## config.mk

```make
export PLATFORM = sky130hd
export DESIGN_NAME = bus_transfer_controller_flat
export DESIGN_NICKNAME = d
export VERILOG_FILES = /design/src/rtl/bus_transfer_controller_pkg.sv /design/src/rtl/bus_transfer_controller_if.sv /design/src/rtl/bus_transfer_controller_onehot_strobe_decoder.sv /design/src/rtl/bus_transfer_controller.sv /design/src/flat_wrapper.sv
export SDC_FILE = /design/constraint.sdc
export NUM_CORES = 1
export LEC_CHECK = 0
export CAP_MARGIN = 20
export CORE_ASPECT_RATIO = 1.1
export CORE_UTILIZATION = 46
export DETAILED_ROUTE_END_ITERATION = 10
export GPL_ROUTABILITY_DRIVEN = 0
export GPL_TIMING_DRIVEN = 0
export PLACE_DENSITY = 0.91
export SLEW_MARGIN = 20
export SYNTH_ARGS = -nofsm -noshare
export SYNTH_HDL_FRONTEND = slang
export SYNTH_SLANG_ARGS = --single-unit
export TNS_END_PERCENT = 5
```

## constraint.sdc

```tcl
create_clock -name clk -period 1.7 [get_ports clk]
set_input_delay 0.34 -clock clk [delete_from_list [all_inputs] [get_ports clk]]
set_output_delay 0.34 -clock clk [all_outputs]
set_load 0.05 [all_outputs]
```

## src/rtl/bus_transfer_controller_pkg.sv

```systemverilog
// Shared definitions for the bus transfer controller: FSM state encoding
// and the index-width helper used to size the request fields.
package bus_transfer_controller_pkg;

    typedef enum logic [2:0] {
        ST_IDLE    = 3'd0,
        ST_DRIVE   = 3'd1,
        ST_CAPTURE = 3'd2,
        ST_HOLD    = 3'd3,
        ST_GAP     = 3'd4
    } state_t;

    // Settle counter width; covers SETTLE_CYCLES up to 15.
    localparam int CNT_W = 4;

    function automatic int clog2(input int n);
        int w;
        w = 0;
        for (int i = 0; i < 31; i++) begin
            if ((1 << i) < n) w = i + 1;
        end
        return w;
    endfunction

endpackage

```

## src/rtl/bus_transfer_controller_if.sv

```systemverilog
// Request handshake and bus control pins between the decoder side (master)
// and the transfer controller (slave).
interface bus_transfer_controller_if #(
    parameter int N_SRC = 8,
    parameter int N_DST = 8,
    parameter int SRC_W = 3,
    parameter int DST_W = 3
);
    // A request transfers on a posedge where req_valid and req_ready are both
    // high; req_src/req_dst must be stable while req_valid waits for req_ready,
    // and a request seen while req_ready is low is ignored, never queued.
    logic             req_valid;
    logic             req_ready;
    logic [SRC_W-1:0] req_src;
    logic [DST_W-1:0] req_dst;
    logic [7:0]       bus_d;
    logic [N_SRC-1:0] oe_n;
    logic [N_DST-1:0] cp;
    logic [7:0]       last_data;
    logic             done;
    logic             err;

    modport master (
        output req_valid, req_src, req_dst, bus_d,
        input  req_ready, oe_n, cp, last_data, done, err
    );

    modport slave (
        input  req_valid, req_src, req_dst, bus_d,
        output req_ready, oe_n, cp, last_data, done, err
    );
endinterface

```

## src/rtl/bus_transfer_controller_onehot_strobe_decoder.sv

```systemverilog
// Index-to-one-hot decoder with enable; all-zero when disabled or when the
// index is past the last strobe.
module onehot_strobe_decoder #(
    parameter int N = 8,
    parameter int W = 3
) (
    input  logic [W-1:0] index,
    input  logic         en,
    output logic [N-1:0] strobe
);
    always_comb begin
        strobe = '0;
        for (int i = 0; i < N; i++) begin
            strobe[i] = en && (index == W'(i));
        end
    end
endmodule

```

## src/rtl/bus_transfer_controller.sv

```systemverilog
// Sequences one source OE and one destination CP edge per accepted request,
// with a dead cycle between drivers so two sources never share the bus.
module bus_transfer_controller
    import bus_transfer_controller_pkg::*;
#(
    parameter int N_SRC         = 8,
    parameter int N_DST         = 8,
    parameter int SETTLE_CYCLES = 1,
    parameter int SRC_W         = clog2(N_SRC),
    parameter int DST_W         = clog2(N_DST)
) (
    input  logic                      clk,
    input  logic                      rst_n,
    bus_transfer_controller_if.slave  bus,
    output state_t                    state_dbg
);
    state_t           state, state_nxt;
    logic [CNT_W-1:0] cnt_q, cnt_nxt;
    logic [SRC_W-1:0] src_q, src_nxt;
    logic [DST_W-1:0] dst_q, dst_nxt;
    logic             req_ready, accept, oob, err_nxt, drive_en, cp_en;
    logic [N_SRC-1:0] oe_dec, oe_n_q;
    logic [N_DST-1:0] cp_dec, cp_q;
    logic             done_q, err_q;
    logic [7:0]       last_q;

    assign req_ready = (state == ST_IDLE);
    assign accept    = bus.req_valid && req_ready;
    assign oob       = (int'(bus.req_src) >= N_SRC) || (int'(bus.req_dst) >= N_DST);

    always_comb begin
        state_nxt = state;
        cnt_nxt   = cnt_q;
        src_nxt   = src_q;
        dst_nxt   = dst_q;
        err_nxt   = 1'b0;
        case (state)
            ST_IDLE: begin
                if (accept) begin
                    src_nxt = bus.req_src;
                    dst_nxt = bus.req_dst;
                    cnt_nxt = '0;
                    if (oob) begin
                        state_nxt = ST_GAP;
                        err_nxt   = 1'b1;
                    end else begin
                        state_nxt = ST_DRIVE;
                    end
                end
            end
            ST_DRIVE: begin
                if (cnt_q == CNT_W'(SETTLE_CYCLES - 1)) state_nxt = ST_CAPTURE;
                else cnt_nxt = cnt_q + 1'b1;
            end
            ST_CAPTURE: state_nxt = ST_HOLD;
            ST_HOLD:    state_nxt = ST_GAP;
            ST_GAP:     state_nxt = ST_IDLE;
            default:    state_nxt = ST_IDLE;
        endcase
        // Strobes are decoded from the next state so the pins come out of flops.
        drive_en = (state_nxt == ST_DRIVE) || (state_nxt == ST_CAPTURE) || (state_nxt == ST_HOLD);
        cp_en    = (state_nxt == ST_CAPTURE);
    end

    onehot_strobe_decoder #(.N(N_SRC), .W(SRC_W)) u_oe_dec (
        .index (src_nxt),
        .en    (drive_en),
        .strobe(oe_dec)
    );

    onehot_strobe_decoder #(.N(N_DST), .W(DST_W)) u_cp_dec (
        .index (dst_nxt),
        .en    (cp_en),
        .strobe(cp_dec)
    );

    always_ff @(posedge clk) begin
        if (!rst_n) begin
            state  <= ST_IDLE;
            cnt_q  <= '0;
            src_q  <= '0;
            dst_q  <= '0;
            oe_n_q <= '1;
            cp_q   <= '0;
            done_q <= 1'b0;
            err_q  <= 1'b0;
            last_q <= '0;
        end else begin
            state  <= state_nxt;
            cnt_q  <= cnt_nxt;
            src_q  <= src_nxt;
            dst_q  <= dst_nxt;
            oe_n_q <= ~oe_dec;
            cp_q   <= cp_dec;
            done_q <= (state_nxt == ST_GAP);
            err_q  <= err_nxt;
            if (state == ST_CAPTURE) last_q <= bus.bus_d;
        end
    end

    assign bus.req_ready = req_ready;
    assign bus.oe_n      = oe_n_q;
    assign bus.cp        = cp_q;
    assign bus.done      = done_q;
    assign bus.err       = err_q;
    assign bus.last_data = last_q;
    assign state_dbg     = state;

    a_one_source:  assert property (@(posedge clk) disable iff (!rst_n) $onehot0(~oe_n_q));
    a_one_dest:    assert property (@(posedge clk) disable iff (!rst_n) $onehot0(cp_q));
    a_cp_driven:   assert property (@(posedge clk) disable iff (!rst_n) (|cp_q) |-> !(&oe_n_q));
    a_done_in_gap: assert property (@(posedge clk) disable iff (!rst_n) done_q |-> (state == ST_GAP));
    a_idle_quiet:  assert property (@(posedge clk) disable iff (!rst_n)
                                    ((state == ST_IDLE) || (state == ST_GAP)) |-> (&oe_n_q));
endmodule
```

## src/flat_wrapper.sv

```systemverilog
// flat-port wrapper written by rule: the top's interface ports become plain ports
module bus_transfer_controller_flat import bus_transfer_controller_pkg::*;
#(
    parameter int N_SRC         = 8,
    parameter int N_DST         = 8,
    parameter int SETTLE_CYCLES = 1,
    parameter int SRC_W         = clog2(N_SRC),
    parameter int DST_W         = clog2(N_DST)
)
  (clk, rst_n, state_dbg, bus_req_valid, bus_req_src, bus_req_dst, bus_bus_d, bus_req_ready, bus_oe_n, bus_cp, bus_last_data, bus_done, bus_err);
  bus_transfer_controller_if #(.N_SRC(N_SRC), .N_DST(N_DST), .SRC_W(SRC_W), .DST_W(DST_W)) bus_i ();
  input  logic clk;
  input  logic rst_n;
  output state_t state_dbg;
  input wire logic [$bits(bus_i.req_valid)-1:0] bus_req_valid;
  input wire logic [$bits(bus_i.req_src)-1:0] bus_req_src;
  input wire logic [$bits(bus_i.req_dst)-1:0] bus_req_dst;
  input wire logic [$bits(bus_i.bus_d)-1:0] bus_bus_d;
  output wire logic [$bits(bus_i.req_ready)-1:0] bus_req_ready;
  output wire logic [$bits(bus_i.oe_n)-1:0] bus_oe_n;
  output wire logic [$bits(bus_i.cp)-1:0] bus_cp;
  output wire logic [$bits(bus_i.last_data)-1:0] bus_last_data;
  output wire logic [$bits(bus_i.done)-1:0] bus_done;
  output wire logic [$bits(bus_i.err)-1:0] bus_err;
  assign bus_i.req_valid = bus_req_valid;
  assign bus_i.req_src = bus_req_src;
  assign bus_i.req_dst = bus_req_dst;
  assign bus_i.bus_d = bus_bus_d;
  assign bus_req_ready = bus_i.req_ready;
  assign bus_oe_n = bus_i.oe_n;
  assign bus_cp = bus_i.cp;
  assign bus_last_data = bus_i.last_data;
  assign bus_done = bus_i.done;
  assign bus_err = bus_i.err;
  bus_transfer_controller #(.N_SRC(N_SRC), .N_DST(N_DST), .SETTLE_CYCLES(SETTLE_CYCLES), .SRC_W(SRC_W), .DST_W(DST_W)) u_core (.clk(clk), .rst_n(rst_n), .bus(bus_i), .state_dbg(state_dbg));
endmodule
```

==> impl_metrics.ini <==
[outcome]
status = complete, but fails checks
violations = DRC, setup timing

[timing]
skew_ns = 0.00376
fin_crit_sh = 1.06
max_slew_margin = 0.491
fin_crit_ns = 1.80
tns_ns = -0.165
hold_viol_final = 0
worst_slew_pin_slew_ns = 0.759
rsz0062_at_grt = true
slew_viol_final = 0
setup_viol = 7
fin_ws_ns = -0.0961
timing.fmax_mhz = 557

[floorplan]
core_um2 = 3130
die_w_um = 57.2
num_io_pins = 47
start_util = 0.492
rows = 21
dieHeight_um = 62.7
dieArea_um2 = 3580

[worst_setup_path]
startpoint = u_core.state_dbg[1]
crit_end = u_core.bus.cp[6]
cp.arrival_ns = 2.03
critical_path_required_ns = 1.93
rr_startpoint = u_core.state_dbg[1]
critPathKind = flop to flop
reg2reg_depth = 5
reg2reg_slack_ns = -0.1
reg2reg_to = u_core.bus.cp[6]
start_kind = flop
critical_path.max_fanout = 10
crit_path_end_kind = flop

[layout]
final_common_cell = dfxtp_1
fillers = 248
drive_gt1_frac = 0.201
final_cells = 248
antenna_cells = 0
syn2layout_area_growth_pct = 43.7
stdcell_area_um2 = 2210
finalNetCount = 232
final_cell_mix = dfxtp_1, dlygate4sd2_1, clkdlybuf4s50_1

[global_routing]
grtUsageMet1 = 0.207
busiest_layer = met2
use_met2 = 0.350
grt-ovfl-total = 0
antenna_found_initial = 0
grt_pass1_wl_um = 5440
met3_usage = 0.0683
gr-usage-all-layers = 0.194
grt_max_degree = 14
grt_pass1_vias = 1305

[route]
antenna_left = 0
drtIter0Drc = 36
dr.pass1.iters = 7
wirelength_um = 3470
via_count = 1389
wl_per_cell_um = 14.0
avgViaCountPerCell = 5.60
drt_drc_violations_left = 4

[yosys]
async_flop_share = 0
ys_seq_area_frac = 0.494
synth-edff-count = 0
syn_area_per_cell_um2 = 9.68
netlist_area_um2 = 1540
postSynthCellCount = 159
synth.distinct_cells = 35
ys.flop_type = dfxtp_1
synth_fp_nets = 178
yosysWarningCount = 0
ys_ff_latch = 38

[pwr]
p_leak_nw = 0.879
ir_drop_v = 0.000649
p_per_area_nw_per_um2 = 1020

[cts]
cts.sinks = 38
ctsRootBufferMaster = clkbuf_4
cts_tree = built
clk_pin_slew_worst_paths_ns = 0.12
htreeDepth = 2
clock_path_buffers = 2
cts-buffers-inserted = 5
clk_latency_ns = 0.34

[placement]
hpwl_um = 2280
preCtsSetupSlack_ns = -0.476
dp.cells = 237
io_buffers = 44
dpl-instance-area_um2 = 2030

[hold_path]
hp-class = input port to flop
min-delay-start = rst_n

[run]
drv_cap = 0
worst min path at each step:
stage | slack (ns) | cells after the start | end
global route | 0.40 | 2 | u_core.state_dbg[0]
finish | 0.39 | 2 | u_core.state_dbg[0]
CTS | 0.37 | 2 | u_core.state_dbg[0]
detailed placement | 0.47 | 2 | u_core.src_q[2]
floorplan | 0.44 | 2 | u_core.src_q[2]
global placement | 0.45 | 2 | u_core.src_q[2]
area by class of cell:
| type | instances | area (um2) | area share |
|---|---|---|---|
| well taps | 34 | 42.5 | 0.0192 |
| flip-flops and latches | 38 | 763 | 0.345 |
| repair buffers | 47 | 423 | 0.191 |
| multi-input cells | 106 | 774 | 0.350 |
| clock buffers | 5 | 37.5 | 0.0170 |
| inverters | 4 | 15.0 | 0.00679 |
| plain buffers | 11 | 86.3 | 0.0390 |
| clock inverters | 3 | 68.8 | 0.0311 |
cells in the mapped netlist (2+ instances only):
master	instances	area [um2]
nand3_1	5	25.0
dfxtp_1	38	761
mux2i_1	11	110
o21ai_0	10	50.1
nor3b_1	3	22.5
nand2_1	10	37.5
inv_1	3	11.3
nand2b_1	3	18.8
nor2_1	12	45.0
nor4_1	12	75.1
mux2_2	3	33.8
buf_2	4	20.0
nor4b_1	7	61.3
clkbuf_1	3	11.3
buf_6	2	22.5
and4b_1	2	20.0
ha_1	2	25.0
a21oi_1	5	25.0
nor3_1	8	40.0
flip-flops by register name (all words and copies together) (netlist names):
name and count:
u_core.bus.cp 8, u_core.bus.done 1, u_core.bus.last_data 8, u_core.bus.oe_n 8, u_core.cnt_q 4, u_core.dst_q 3, u_core.src_q 3, u_core.state_dbg 3
critical path, stage by stage, from the launching register on:
cell     delay (ns)
dfxtp_2        0.35
buf_6          0.14
nor4b_4        0.29
buf_6          0.17
mux2_2         0.38
nor4_1         0.35
stage by stage:
stage / utilization / hold WS (ns) / power [mW]
2_1_floorplan: - / 0.444 / 1.30
3_3_place_gp: 0.648 / 0.453 / 1.45
3_5_place_dp: 0.648 / 0.469 / 1.46
4_1_cts: 0.686 / 0.374 / 2.22
5_1_grt: 0.707 / 0.401 / 2.32
6_report: 0.707 / 0.392 / 2.25
routing by layer:
| layer | up-vias | wire [um] |
|---|---|---|
| li1 | 683 | - |
| met1 | 641 | 1420 |
| met2 | 61 | 1790 |
| met3 | 4 | 243 |
| met4 | 0 | 29 |
| met5 | - | 0 |
power breakdown:
part	internal, mW	switching [mW]	total [mW]
Clock	0.460	0.313	0.773
Sequential	0.933	0.0243	0.958
Combinational	0.193	0.322	0.515
cells by family (layout without fill, tap and decap cells):
logic type      count (synthesis)  count (layout)  share of synthesized area
other cells                     1               1                    0.00244
buf+inv                        15              70                     0.0528
mux                            14              14                     0.0935
compound gates                 21              21                     0.0805
simple gates                   68              68                      0.260
fa+ha+maj                       2               2                     0.0163
flops                          38              38                      0.494
repair_timing:
item | in CTS | in global routing
endpoints found under the setup margin | 46 | 28
setup buffers | 3 | 0
hold buffers | 0 | 0
resized for setup | 38 | 23
Power figures use the tool's default switching activity.
